$ cat src/rtl/mux_scan_sampler.sv
// Scans N input channels through a select mux: each channel is settled, then
// sampled VOTES times and resolved by majority into one bit of the response.
module mux_scan_sampler #(
  parameter int N      = 16,
  parameter int SEL_W  = $clog2(N),
  parameter int SETTLE = 2,
  parameter int VOTES  = 3
) (
  input  logic             clk,
  input  logic             rst_n,
  input  logic [N-1:0]     in,
  input  logic             start,
  output logic [SEL_W-1:0] sel,
  output logic             busy,
  output logic [N-1:0]     resp,
  output logic             resp_valid,
  input  logic             resp_ready
);

  localparam int CNT_W = 4;
  localparam logic [CNT_W-1:0] SETTLE_LAST = CNT_W'(SETTLE - 1);
  localparam logic [CNT_W-1:0] VOTES_LAST  = CNT_W'(VOTES - 1);
  localparam logic [CNT_W-1:0] HALF        = CNT_W'(VOTES / 2);
  localparam logic [SEL_W-1:0] SEL_LAST    = SEL_W'(N - 1);

  typedef enum logic [1:0] {
    ST_IDLE,
    ST_SETTLE,
    ST_SAMPLE,
    ST_DONE
  } state_t;

  state_t           state;
  state_t           state_next;
  logic [CNT_W-1:0] settle_cnt;
  logic [CNT_W-1:0] vote_cnt;
  logic [CNT_W-1:0] ones_cnt;
  logic [CNT_W-1:0] ones_sum;
  logic             settle_last;
  logic             vote_last;

  assign ones_sum    = ones_cnt + CNT_W'(in[sel]);
  assign settle_last = (settle_cnt == SETTLE_LAST);
  assign vote_last   = (vote_cnt == VOTES_LAST);

  always_ff @(posedge clk) begin
    if (!rst_n) state <= ST_IDLE;
    else        state <= state_next;
  end

  // Output handshake: resp_valid rises on entry to DONE and stays high with
  // resp frozen until an edge sees resp_ready=1; that edge returns to IDLE.
  always_comb begin
    state_next = state;
    case (state)
      ST_IDLE:   if (start) state_next = ST_SETTLE;
      ST_SETTLE: if (settle_last) state_next = ST_SAMPLE;
      ST_SAMPLE: if (vote_last) state_next = (sel == SEL_LAST) ? ST_DONE : ST_SETTLE;
      ST_DONE:   if (resp_ready) state_next = ST_IDLE;
      default:   state_next = ST_IDLE;
    endcase
  end

  always_ff @(posedge clk) begin
    if (!rst_n) begin
      sel        <= '0;
      resp       <= '0;
      resp_valid <= 1'b0;
      busy       <= 1'b0;
      settle_cnt <= '0;
      vote_cnt   <= '0;
      ones_cnt   <= '0;
    end else begin
      busy       <= (state_next != ST_IDLE);
      resp_valid <= (state_next == ST_DONE);
      case (state)
        ST_IDLE: begin
          if (start) begin
            sel        <= '0;
            resp       <= '0;
            settle_cnt <= '0;
            vote_cnt   <= '0;
            ones_cnt   <= '0;
          end
        end
        ST_SETTLE: begin
          settle_cnt <= settle_last ? '0 : settle_cnt + CNT_W'(1);
        end
        ST_SAMPLE: begin
          if (vote_last) begin
            // Majority decision includes the sample taken on this edge.
            resp[sel]  <= (ones_sum > HALF);
            vote_cnt   <= '0;
            ones_cnt   <= '0;
            settle_cnt <= '0;
            if (sel != SEL_LAST) sel <= sel + SEL_W'(1);
          end else begin
            vote_cnt <= vote_cnt + CNT_W'(1);
            ones_cnt <= ones_sum;
          end
        end
        default: ;
      endcase
    end
  end

endmodule

$ cat config.mk
export PLATFORM = sky130hd
export DESIGN_NAME = mux_scan_sampler
export DESIGN_NICKNAME = d
export VERILOG_FILES = /design/src/rtl/mux_scan_sampler.sv
export SDC_FILE = /design/constraint.sdc
export NUM_CORES = 1
export LEC_CHECK = 0
export CAP_MARGIN = 15
export CORE_UTILIZATION = 43
export DETAILED_ROUTE_END_ITERATION = 8
export PLACE_DENSITY = 0.69
export RECOVER_POWER = 25
export SLEW_MARGIN = 10
export SYNTH_ARGS = -nofsm -noshare
export SYNTH_HDL_FRONTEND = slang
export SYNTH_SLANG_ARGS = --single-unit
$ cat constraint.sdc
create_clock -name clk -period 6.61 [get_ports clk]
set_input_delay 1.322 -clock clk [delete_from_list [all_inputs] [get_ports clk]]
set_output_delay 1.322 -clock clk [all_outputs]
set_load 0.03 [all_outputs]
-- Word-level counts from Yosys, hierarchy flattened
Cells that the tools add are included.
- add/sub/neg operators: 4
- magnitude comparators: 3
- equality and inequality tests: 11
- muxes and demuxes: 25
- reductions and logical operators: 9
- operators by type and width (operator ; count):
    two-way mux 16 bit ; 2
    case mux 16 bit (2 select lines) ; 1
    two-way mux 4 bit ; 7
    case mux 4 bit (2 select lines) ; 3
    bitwise mux 16 bit ; 1
    adder 4 x 1 -> 4 bit, second input constant ; 3
    case mux 4 bit (3 select lines) ; 1
    two-way mux 2 bit ; 5
    case mux 2 bit (4 select lines) ; 1
    equality test 2 bit, second input constant ; 3
    inequality test 2 bit, second input constant ; 3
    AND reduction 3 bit ; 2
    < comparator 4 x 5 -> 1 bit, second input constant ; 1
    adder 4 x 1 -> 4 bit ; 1
    binary-select mux 1 bit (select 4 bit) ; 1
    demux 1 bit (select 4 bit) ; 1
    equality test 4 x 1 -> 1 bit, second input constant ; 1
    equality test 4 x 2 -> 1 bit, second input constant ; 1
    equality test 4 bit, second input constant ; 1
    greater-or-equal comparator 4 x 1 -> 1 bit, second input constant ; 1
    > comparator 4 x 1 -> 1 bit, second input constant ; 1
    inequality test 4 bit, second input constant ; 1
    AND reduction 4 bit ; 1
    nonzero test 2 bit ; 2
    6 further kinds ; 7
- bits in registers: 36
- input port bits: 20
- output and inout port bits: 22
- word-level logic and storage cells: 60

-- Longest topological paths before layout
- depth in word-level cells: 7
- gate-level depth with buffers: 11
- mapped depth without buffers: 9

-- Worst setup path before layout
OpenSTA, ideal clock, no wires.
- kind: input-to-reg
- start: input in[7]
- end: register resp[10]
- setup time: 0.132 ns
- arrival: 3.549 ns
- data required time: 6.478 ns
- path slack: 2.928 ns
- stages: 10
- path buffers: 1
- path through: mux4_2 > and2_1 > a211oi_1 > a21oi_1 > ha_1 > ha_1 > o41ai_1 > a41o_1 > clkbuf_1 > mux2i_1
- cells in the longest elaborated chain, start to end: 7
- ends and longest elaborated chain (element ; RTL line ; source):
    from (decl) ; 11 ; input logic [N-1:0] in,
    binary-select mux 1 bit (select 4 bit) ; 42 ; assign ones_sum = ones_cnt + CNT_W'(in[sel]);
    two-way mux 1 bit (implied by the code) ; 42 ;
    adder 4 x 1 -> 4 bit ; 42 ;
    > comparator 4 x 1 -> 1 bit ; 92 ; resp[sel] <= (ones_sum > HALF);
    bitwise mux 16 bit ; 92 ;
    two-way mux 16 bit ; 90 ; if (vote_last) begin
    case mux 16 bit (2 select lines) ; 76 ; case (state)
    to (signal, indexed assignment) ; 92 ;
    to (decl) ; 15 ; output logic [N-1:0] resp,
Every way passes these cells. The select of a mux whose other input is x is not followed.
A chain may end at the register's enable or synchronous reset.

-- Final worst setup path
- start: input in[7]
- end: register resp[4]
Same word-level chain as after synthesis.

==> metrics.txt <==
worst min path class=register to register; DR pass1 iterations=4; filler instances=slightly below 400; Crit path top cell by count=ha_1; grt ovf=0; initial antenna violation count=0; row count=24; Critical Path AT=between 4 and 5 ns; first-pass GRT wire length=7440 microns; setup TNS=0 ns; Final setup viols=0; hold path startpoint=resp[9]; worst-case clock buffer depth=2; CTS sink cnt=36; cell count along the critical path=10; fmax=roughly 250 MHz; Crit path max-delay family=compound AO/OA/AOI/OAI gates; commonest non-fill, non-tap cells in the layout=39 x nand2_1, 39 x clkdlybuf4s50_1, 36 x dfxtp_1; Yosys top cell by area=dfxtp_1; share of layout cells above drive strength 1=0.0763; Max Cap Viol=0; status=completed; Crit path required time=between 6 and 7 ns; Pwr per Cell Area=~180 nW/um^2; CTS tree=done; fin nets=between 200 and 300; unrepaired setup endpoints after global routing=no; top-area cell type share of the netlist area=0.369; register area share after synthesis=0.369; Hold Vio Cnt, Final=0; largest net degree at the start of global routing=17; ys flop type=dfxtp_1; synthesized instance count=roughly 210; register bit count reported by yosys=36; ys async rst share=0; period utilisation layout=0.608; Hold EP=resp[9]; number of library cell types mapped by synthesis=48; CP cell instances=clkdlybuf4s50_1, mux4_2, and2_1, a211oi_1, a21oi_1, ha_1, ha_1, o41ai_1, a41o_1, mux2i_1; Power Total=~0.45 mW; Bufs and invs on worst path=1; input/output buffers=41; number of global-route vias before repair=1601; Synthesized Nets=243; Hold Buf Count CTS=0; drc violations=0; hpwl dp=between 3000 and 4000 microns; post-route minimum period=4.02 ns; drt first-iter violations=74; Max Slew Vio Count=0; GRT Resource Usage Total=0.190; max_slew headroom=0.573; area grow syn2layout=25.1%; actual slew at the worst max-slew pin=approximately 0.64 ns; CP max stage delay=~0.48 ns; r2r worst-path depth=9; peak supply drop=approximately 0.14 mV; worst-path maximum fanout=16; CP endpoint kind=register; RD Place Congestion=just over 0.8; initial core utilization=0.448; Worst-Skew Late Latency=0.29 ns; Setup CP Type=input pin to register; Post-Route WL=4230 microns; average wire per standard cell=14.1 microns; R2R setup slack=between 3 and 4 ns; post-route ant nets=0; Post-synth EDFFs=0; core area=around 4400 sq um; clk slew on worst S/H paths=roughly 0.070 ns; # H-tree levels=2; cts repair resizes=0; LEAKAGE=roughly 0.93 nW; CTS root buf=clkbuf_8; synthesized cell area=a little under 2000 sq um; reg2reg start=sel[0]; worst clock skew=0.00648 ns; antenna diode count=0; Avg Inst Size Synth=between 9 and 10 sq um; Die Y=69.4 microns; number of synthesis warnings=0; hold depth=2; CTS Buf Count=5; chip width=around 70 microns; Slowest-stage cell, CP=a41o_1; top post-synthesis cells by area=dfxtp_1 37%, mux2i_1 8.2%, nand2_1 7.5%; Die ar.=a little under 5000 sq um; # IOs=42; reg2reg end=resp[4]; Post-CTS Setup Inserts=0; vias=approximately 1700; CP startpoint kind=input pin; vias per inst=approximately 5.5
logic make-up (layout without fill, tap and decap cells):
kind of cell | Yosys count | in the layout | share of synthesized area
compound gates | 28 | 28 | 0.0969
xor+xnor | 3 | 3 | 0.0135
fa+ha+maj | 10 | 10 | 0.0641
buf+inv | 21 | 57 | 0.0584
flops | 36 | 36 | 0.369
mux | 22 | 22 | 0.140
simple gates | 93 | 93 | 0.258
registers in the layout (all words and copies together), names as in the netlist:
register	count
ones_cnt	4
settle_cnt	4
busy	1
vote_cnt	4
resp_valid	1
resp	16
state	2
sel	4
power breakdown:
group / total [mW] / internal (mW) / switching [mW]
clock: 0.171 / 0.0929 / 0.0778
combinational: 0.0495 / 0.0243 / 0.0252
sequential: 0.225 / 0.221 / 0.00430
metrics by stage:
step	util	worst slack, ns	cells	instance area [sq um]	hold slack (ns)
floorplan	-	2.93	213	1950	0.465
global placement	0.539	2.30	294	2350	0.449
detailed placement	0.539	2.27	294	2350	0.455
CTS	0.561	2.59	301	2440	0.465
global route	0.560	2.33	301	2440	0.492
finish	0.560	2.59	301	2440	0.460
tightest hold or removal path, delay by kind of cell, from the launching register on:
family        cells  cell delay, ns
flops             1            0.31
simple gates      1            0.05
mux               1            0.05
metal layers:
metal,GRT usage,part of all wire,vias to the layer above
met5,0,0,-
met4,0.0658,0.0083,0
met3,0.0480,0.061,4
met2,0.301,0.46,50
met1,0.252,0.47,781
li1,-,-,818
how the worst max path moves through the flow:
stage | from | end | slack (ns)
finish | in[7] | resp[4] | 2.59
global route | in[6] | resp[15] | 2.33
CTS | in[6] | resp[8] | 2.59
detailed placement | in[6] | resp[4] | 2.27
global placement | in[6] | resp[15] | 2.30
floorplan | in[7] | resp[10] | 2.93
synthesized netlist by cell type (all sizes together) (2+ instances only):
cell	n
inv	9
a31oi	2
mux4	4
o21bai	2
nor3	4
and2	2
a22oi	2
mux2	2
mux2i	16
buf	7
nand4	3
nand2	39
nand2b	3
ha	10
clkbuf	5
or3b	2
nor4	4
nand3	12
xnor2	2
dfxtp	36
nor3b	3
a21oi	9
nor2	13
o21ai	4
or3	3
cell type report:
class / instances / area (sq um) / area share
multi-input combinational: 156 / 1110 / 0.456
timing repair buffer: 41 / 410 / 0.168
clock buffer: 7 / 96.3 / 0.0395
sequential: 36 / 721 / 0.295
inverter: 9 / 33.8 / 0.0138
tap: 52 / 65.1 / 0.0267
No activity file was read; power rests on OpenSTA's default activity.
